`config.mk`:
```
export PLATFORM = sky130hd
export DESIGN_NAME = ps2_scan_ctrl_flat
export DESIGN_NICKNAME = d
export VERILOG_FILES = /design/src/rtl/ps2_scan_ctrl_if.sv /design/src/rtl/ps2_scan_ctrl.sv /design/src/flat_wrapper.sv
export SDC_FILE = /design/constraint.sdc
export NUM_CORES = 1
export LEC_CHECK = 0
export ABC_CLOCK_PERIOD_IN_PS = 2300
export BUFFER_PORTS_ARGS = -buffer_cell sky130_fd_sc_hd__buf_2
export CAP_MARGIN = 30
export CORE_MARGIN = 8
export CORE_UTILIZATION = 59
export CTS_CLUSTER_DIAMETER = 80
export DETAILED_ROUTE_END_ITERATION = 6
export PLACE_DENSITY = 0.79
export SYNTH_ARGS = -nofsm -noshare
export SYNTH_HDL_FRONTEND = slang
export SYNTH_SLANG_ARGS = --single-unit
```
`constraint.sdc`:
```
create_clock -name i_clock -period 2.3 [get_ports i_clock]
set_input_delay 0.46 -clock i_clock [delete_from_list [all_inputs] [get_ports i_clock]]
set_output_delay 0.46 -clock i_clock [all_outputs]
set_load 0.005 [all_outputs]
```
`src/rtl/ps2_scan_ctrl_if.sv`:
```
// Receiver pop handshake and event-queue drain handshake for ps2_scan_ctrl.
// The slave modport is the controller side; master is the receiver/register side.
interface ps2_scan_ctrl_if #(
    parameter int unsigned DEPTH = 4
);
    localparam int unsigned CW = $clog2(DEPTH) + 1;

    logic          rx_ready;
    logic [7:0]    rx_data;
    logic          rx_overflow;
    logic          rx_nextdata_n;
    logic          ev_valid;
    logic [9:0]    ev_data;
    logic          ev_pop;
    logic [CW-1:0] ev_count;

    modport master (
        output rx_ready, rx_data, rx_overflow, ev_pop,
        input  rx_nextdata_n, ev_valid, ev_data, ev_count
    );

    modport slave (
        input  rx_ready, rx_data, rx_overflow, ev_pop,
        output rx_nextdata_n, ev_valid, ev_data, ev_count
    );
endinterface

```
`src/rtl/ps2_scan_ctrl.sv`:
```
// PS/2 set-2 scan sequencer: pops receiver bytes, folds E0/F0 prefixes into key events,
// optionally drops typematic repeats, and queues events for the register front end.
module ps2_scan_ctrl #(
    parameter int unsigned DEPTH         = 4,
    parameter bit          REPEAT_FILTER = 1'b1
) (
    input  logic i_clock,
    input  logic i_clrn,
    input  logic i_enable,
    input  logic i_flush,
    input  logic i_irq_en,
    input  logic i_err_clr,
    ps2_scan_ctrl_if.slave bus,
    output logic o_err,
    output logic o_irq
);
    localparam int unsigned AW = $clog2(DEPTH);
    localparam int unsigned CW = AW + 1;
    localparam logic [CW-1:0] FULL = CW'(DEPTH);

    typedef enum logic [1:0] {StIdle, StExt, StBrk, StExtBrk} state_t;

    state_t        r_state;
    logic [9:0]    r_mem [DEPTH];
    logic [AW-1:0] r_wptr;
    logic [AW-1:0] r_rptr;
    logic [CW-1:0] r_count;
    logic          r_lm_valid;
    logic [8:0]    r_lm_key;
    logic          r_err;
    logic          r_irq;

    state_t        w_state_d;
    logic          w_full;
    logic          w_consume;
    logic          w_is_e0;
    logic          w_is_f0;
    logic          w_emit;
    logic          w_ev_ext;
    logic          w_ev_brk;
    logic          w_proto_err;
    logic [9:0]    w_ev;
    logic [8:0]    w_key;
    logic          w_drop;
    logic          w_push;
    logic          w_pop;
    logic [CW-1:0] w_count_d;

    assign w_full    = (r_count == FULL);
    // Gated by reset so the receiver is never popped while the controller is held in reset.
    assign w_consume = i_clrn & bus.rx_ready & i_enable & ~i_flush & ~w_full;
    assign w_is_e0   = (bus.rx_data == 8'hE0);
    assign w_is_f0   = (bus.rx_data == 8'hF0);

    always_comb begin
        w_state_d   = r_state;
        w_emit      = 1'b0;
        w_ev_ext    = 1'b0;
        w_ev_brk    = 1'b0;
        w_proto_err = 1'b0;
        if (i_flush) begin
            w_state_d = StIdle;
        end else if (w_consume) begin
            unique case (r_state)
                StIdle: begin
                    if (w_is_e0) begin
                        w_state_d = StExt;
                    end else if (w_is_f0) begin
                        w_state_d = StBrk;
                    end else begin
                        w_emit = 1'b1;
                    end
                end
                StExt: begin
                    w_state_d = StIdle;
                    if (w_is_f0) begin
                        w_state_d = StExtBrk;
                    end else if (w_is_e0) begin
                        w_proto_err = 1'b1;
                    end else begin
                        w_emit   = 1'b1;
                        w_ev_ext = 1'b1;
                    end
                end
                StBrk, StExtBrk: begin
                    w_state_d = StIdle;
                    if (w_is_e0 || w_is_f0) begin
                        w_proto_err = 1'b1;
                    end else begin
                        w_emit   = 1'b1;
                        w_ev_ext = (r_state == StExtBrk);
                        w_ev_brk = 1'b1;
                    end
                end
                default: w_state_d = StIdle;
            endcase
        end
    end

    assign w_ev   = {w_ev_ext, w_ev_brk, bus.rx_data};
    assign w_key  = {w_ev_ext, bus.rx_data};
    assign w_drop = REPEAT_FILTER && w_emit && !w_ev_brk && r_lm_valid && (r_lm_key == w_key);
    assign w_push = w_emit & ~w_drop;
    assign w_pop  = bus.ev_pop & (r_count != '0) & ~i_flush;

    always_comb begin
        w_count_d = r_count;
        if (i_flush) begin
            w_count_d = '0;
        end else if (w_push && !w_pop) begin
            w_count_d = r_count + 1'b1;
        end else if (!w_push && w_pop) begin
            w_count_d = r_count - 1'b1;
        end
    end

    always_ff @(posedge i_clock or negedge i_clrn) begin
        if (!i_clrn) begin
            r_state    <= StIdle;
            r_wptr     <= '0;
            r_rptr     <= '0;
            r_count    <= '0;
            r_lm_valid <= 1'b0;
            r_lm_key   <= '0;
            r_err      <= 1'b0;
            r_irq      <= 1'b0;
            for (int i = 0; i < int'(DEPTH); i++) begin
                r_mem[i] <= '0;
            end
        end else begin
            r_state <= w_state_d;
            r_count <= w_count_d;
            r_irq   <= i_irq_en & (w_count_d != '0);
            if (w_proto_err || bus.rx_overflow) begin
                r_err <= 1'b1;
            end else if (i_err_clr) begin
                r_err <= 1'b0;
            end
            if (i_flush) begin
                r_wptr     <= '0;
                r_rptr     <= '0;
                r_lm_valid <= 1'b0;
            end else begin
                if (w_push) begin
                    r_mem[r_wptr] <= w_ev;
                    r_wptr        <= r_wptr + 1'b1;
                end
                if (w_pop) begin
                    r_rptr <= r_rptr + 1'b1;
                end
                if (REPEAT_FILTER && w_emit) begin
                    if (!w_ev_brk && !w_drop) begin
                        r_lm_valid <= 1'b1;
                        r_lm_key   <= w_key;
                    end else if (w_ev_brk && r_lm_valid && (r_lm_key == w_key)) begin
                        r_lm_valid <= 1'b0;
                    end
                end
            end
        end
    end

    assign bus.rx_nextdata_n = ~w_consume;
    assign bus.ev_valid      = (r_count != '0);
    assign bus.ev_data       = (r_count != '0) ? r_mem[r_rptr] : 10'h000;
    assign bus.ev_count      = r_count;
    assign o_err             = r_err;
    assign o_irq             = r_irq;
endmodule

```
`src/flat_wrapper.sv`:
```
// flat-port wrapper written by rule: the top's interface ports become plain ports
module ps2_scan_ctrl_flat 
#(
    parameter int unsigned DEPTH         = 4,
    parameter bit          REPEAT_FILTER = 1'b1
)
  (i_clock, i_clrn, i_enable, i_flush, i_irq_en, i_err_clr, o_err, o_irq, bus_rx_ready, bus_rx_data, bus_rx_overflow, bus_ev_pop, bus_rx_nextdata_n, bus_ev_valid, bus_ev_data, bus_ev_count);
  ps2_scan_ctrl_if #(.DEPTH(DEPTH)) bus_i ();
  input  logic i_clock;
  input  logic i_clrn;
  input  logic i_enable;
  input  logic i_flush;
  input  logic i_irq_en;
  input  logic i_err_clr;
  output logic o_err;
  output logic o_irq;
  input wire logic [$bits(bus_i.rx_ready)-1:0] bus_rx_ready;
  input wire logic [$bits(bus_i.rx_data)-1:0] bus_rx_data;
  input wire logic [$bits(bus_i.rx_overflow)-1:0] bus_rx_overflow;
  input wire logic [$bits(bus_i.ev_pop)-1:0] bus_ev_pop;
  output wire logic [$bits(bus_i.rx_nextdata_n)-1:0] bus_rx_nextdata_n;
  output wire logic [$bits(bus_i.ev_valid)-1:0] bus_ev_valid;
  output wire logic [$bits(bus_i.ev_data)-1:0] bus_ev_data;
  output wire logic [$bits(bus_i.ev_count)-1:0] bus_ev_count;
  assign bus_i.rx_ready = bus_rx_ready;
  assign bus_i.rx_data = bus_rx_data;
  assign bus_i.rx_overflow = bus_rx_overflow;
  assign bus_i.ev_pop = bus_ev_pop;
  assign bus_rx_nextdata_n = bus_i.rx_nextdata_n;
  assign bus_ev_valid = bus_i.ev_valid;
  assign bus_ev_data = bus_i.ev_data;
  assign bus_ev_count = bus_i.ev_count;
  ps2_scan_ctrl #(.DEPTH(DEPTH), .REPEAT_FILTER(REPEAT_FILTER)) u_core (.i_clock(i_clock), .i_clrn(i_clrn), .i_enable(i_enable), .i_flush(i_flush), .i_irq_en(i_irq_en), .i_err_clr(i_err_clr), .bus(bus_i), .o_err(o_err), .o_irq(o_irq));
endmodule
```
==> PnR_summary.wiki <==
{| class="wikitable"
! Metric !! Value
|-
| CTS Buf Count || 9
|-
| Top-Level Pins || 34
|-
| Core Util, Final || between 60% and 70%
|-
| Area after DPL || between 0.003 and 0.004 mm²
|-
| Post-DR vias/cell || 5.59
|-
| Per-cell routed wire length || 16.9 µm
|-
| Share of post-route cells with drive strength above 1 || 41.0%
|-
| Launching point of the worst reg2reg path || u_core.r_state[0]$_DFFE_PN0P_
|-
| Clock transition at the registers of the reported paths || 70 ps
|-
| Vias || roughly 2100
|-
| Count of port buffers added during placement || 33
|-
| Antenna violations before repair || 0
|-
| DR DRC count || 0
|-
| Maximum number of pins on one net before global-route repair || 62
|-
| Final slew viol count || 0
|-
| Relative slew margins || 49.7%
|-
| Post-CTS repair timing setup buffer count || 0
|-
| Clock sink count || 61
|-
| Worst clock skew || between 5 and 6 ps
|-
| Mean post-synth cell area || approximately 13 µm²
|-
| Required time at the worst-slack endpoint || between 1500 and 2000 ps
|-
| Leakage power figure || 1.75 nW
|-
| Cts-stage hold buffer count || 0
|-
| Top flip-flop cell by instance count after synthesis || sky130_fd_sc_hd__dfrtp_1
|-
| Flop and latch count out of synthesis || 61
|-
| Most used standard cells in the synthesized netlist || 61 x sky130_fd_sc_hd__dfrtp_1, 22 x sky130_fd_sc_hd__mux2_2, 21 x sky130_fd_sc_hd__nand2_1, 16 x sky130_fd_sc_hd__mux2_4, 15 x sky130_fd_sc_hd__o21ai_0
|-
| Sum of buffers and inverters on the critical path || 1
|-
| Clock period minus worst slack || ~2200 ps
|-
| Critical register-to-register path endpoint || u_core.r_lm_key[0]$_DFFE_PN0P_
|-
| Placer's final routability congestion estimate || 0.873
|-
| RSZ-0062 raised after global routing || false
|-
| Gr usage total || 16.5%
|-
| Number of different library cells in the post-synthesis netlist || 47
|-
| Area taken by flip-flops and latches || 0.00153 mm²
|-
| Fraction of post-synthesis cell area in the top cell type by area || 46.1%
|-
| Category of cells accounting for the largest share of critical-path delay || flip-flops
|-
| Run status || finished clean
|-
| Setup Viol. Count Final || 0
|-
| Number of max-cap violations || 0
|-
| Post-route clock period utilization || 95.4%
|-
| Worst VDD drop || between 0.0004 and 0.0005 V
|-
| Met3 track demand over resource || under 10%
|-
| Number of cells upsized or downsized after cts || 0
|-
| Endpoint of the worst hold-timing path || u_core.o_err$_DFFE_PN0P_
|-
| Mapped Area || approximately 0.0033 mm²
|-
| Instance count of the mapped netlist || approximately 260
|-
| M1 GR Usage || around 20%
|-
| Critical path peak fanout || 11
|-
| Global-route met2 utilization || 25.5%
|-
| Area overhead of the layout relative to synthesis || 13.6%
|-
| Critical path startpoint category || register
|-
| Count of H-tree levels built during CTS || 3
|-
| Antenna cells || 0
|-
| Detailed-route wire length || between 6000 and 7000 µm
|-
| Hold Violations, Final || 0
|-
| Worst hold start || bus_rx_overflow
|-
| Total number of yosys warnings || 0
|-
| Buffer type at the clock tree root || sky130_fd_sc_hd__clkbuf_8
|-
| Critical path arrival || 1740 ps
|-
| Net count after synthesis || roughly 280
|-
| Share of async-settable or async-resettable flops after synthesis || 100%
|-
| Cells taking the most area after synthesis || sky130_fd_sc_hd__dfrtp_1 46%, sky130_fd_sc_hd__mux2_2 7.5%, sky130_fd_sc_hd__mux2_4 7.3%, sky130_fd_sc_hd__mux4_2 6.8%, sky130_fd_sc_hd__ha_1 2.6%
|-
| Setup slack on the worst flop-to-flop path || ~180 ps
|-
| Area of the multi-input gates || about 0.0016 mm²
|-
| Highest-utilization routing layer at the global route stage || met2
|-
| Total Power Consumption || roughly 3.2 mW
|-
| Upper clock frequency limit || about 460 MHz
|-
| Total negative slack for setup checks || 0 ps
|-
| Fill cells || a little over 400
|-
| Total number of placement rows || 27
|-
| Most area-hungry cell type in the Yosys netlist || sky130_fd_sc_hd__dfrtp_1
|-
| Via count of the first global-routing pass || 2184
|-
| Logic depth of the worst register-to-register path || 6
|-
| CP Cell Sequence || mux4_2, and2_1, buf_2
|-
| Post-detailed-placement half-perimeter wirelength || 4630 µm
|-
| DR pass1 iterations || 4
|-
| Overall die width || 90.9 µm
|-
| Global-route wire length before repair || 10800 µm
|-
| Kind of critical path || register to output pin
|-
| Total global routing overflow || 0
|-
| Cell area after layout || 0.00376 mm²
|-
| Most common cell in the synthesized netlist || sky130_fd_sc_hd__dfrtp_1
|-
| Clock insertion delay at the later pin of the skew report || 330 ps
|-
| Post-synth EDFFs || 0
|-
| Antenna-violating nets left || 0
|-
| Worst hold path stage count || 3
|-
| Register area share after synthesis || 46.1%
|-
| Starting Density || 60.5%
|-
| Core Footprint || 0.00547 mm²
|-
| CTS tree || built
|-
| Cell with the biggest individual delay on the critical path || sky130_fd_sc_hd__dfrtp_1
|-
| Path category of the worst min-delay check || input port to register
|-
| Net count reported at finish || around 330
|-
| Type of destination of the critical path || output pin
|-
| Maximum root-to-sink buffer count || 2
|-
| Die area || just over 0.008 mm²
|-
| Delay contributed by the slowest stage of the critical path || approximately 690 ps
|-
| First DRT Iteration DRCs || 84
|-
| Ratio of total power to cell area || 849 mW/mm²
|-
| Slew @ Worst Pin || ~750 ps
|-
| Vertical extent of the die || 90.9 µm
|}
==> stage by stage <==
stage	worst slack (ps)	instances	hold slack, ps
after floorplan	226	255	164
after global placement	29.7	366	460
after detailed placement	-6.04	366	467
after CTS	47.9	382	311
after global routing	29.7	382	327
final	105	382	325
==> cell type report <==
| type | instances | area share [%] |
|---|---|---|
| flip-flops and latches | 61 | 40.6 |
| multi-input cells | 173 | 43.8 |
| clock buffers | 11 | 3.49 |
| well taps | 72 | 2.40 |
| repair buffers | 51 | 8.08 |
| clock inverters | 5 | 0.732 |
| inverters | 9 | 0.898 |
==> state kept, by name, summed over array words and instances, names as in the netlist <==
signal               flops
u_core.r_lm_key          9
u_core.r_mem            40
u_core.o_err             1
u_core.r_wptr            2
u_core.r_rptr            2
u_core.r_state           2
u_core.o_irq             1
u_core.r_lm_valid        1
u_core.bus.ev_count      3
==> how the worst max path moves through the flow <==
stage                                             from                              to  slack [ps]  cells past startpoint
after global placement                  bus_rx_data[3]  u_core.r_lm_key[3]$_DFFE_PN0P_          30                      7
after CTS                 u_core.r_rptr[0]$_DFFE_PN0P_                  bus_ev_data[1]          50                      4
after floorplan                         bus_rx_data[2]     u_core.r_mem[0]$_DFFE_PN0P_         230                      8
final                     u_core.r_rptr[1]$_DFFE_PN0P_                  bus_ev_data[1]         100                      3
after global routing      u_core.r_rptr[0]$_DFFE_PN0P_                  bus_ev_data[1]          30                      4
after detailed placement                bus_rx_data[3]  u_core.r_lm_key[0]$_DFFE_PN0P_          -6                      7
==> metal layers <==
metal / wire [µm] / share of wire (%)
met5: 0 / 0
met4: 86 / 1.3
met3: 292 / 4.5
met2: 3100 / 48
met1: 2990 / 46
==> power breakdown <==
part           internal [mW]  leakage (nW)  switching, mW
combinational          0.565         0.856          0.451
clock                  0.383        0.0829          0.403
sequential              1.26         0.808          0.134
==> logic make-up after synthesis <==
family | count (synthesis) | share of synthesized area [%]
muxes | 49 | 21.8
DFF | 61 | 46.1
and+or+nand+nor | 68 | 14.1
buffers and inverters | 21 | 4.19
adders and majority gates | 8 | 2.98
AOI/OAI and AO/OA | 35 | 6.91
xor gates and xnor gates | 13 | 3.85
==> worst min-delay path, stage by stage <==
cell and delay, ps:
sky130_fd_sc_hd__buf_2 80, sky130_fd_sc_hd__a21oi_1 30, sky130_fd_sc_hd__o31ai_1 50
==> cell usage in the layout, fill, tap and decap left out, types with 7 or more instances in the layout <==
cell and instances:
sky130_fd_sc_hd__inv_1 9, sky130_fd_sc_hd__mux4_2 10, sky130_fd_sc_hd__and2_1 10, sky130_fd_sc_hd__nand2_1 21
sky130_fd_sc_hd__dfrtp_1 60, sky130_fd_sc_hd__nor2_1 8, sky130_fd_sc_hd__clkbuf_8 9, sky130_fd_sc_hd__mux2_4 16
sky130_fd_sc_hd__ha_1 7, sky130_fd_sc_hd__buf_2 33, sky130_fd_sc_hd__mux2_2 22, sky130_fd_sc_hd__o21ai_0 15
sky130_fd_sc_hd__buf_4 17, sky130_fd_sc_hd__xor2_1 10
Note: power is estimated with default switching activity, not from simulation.
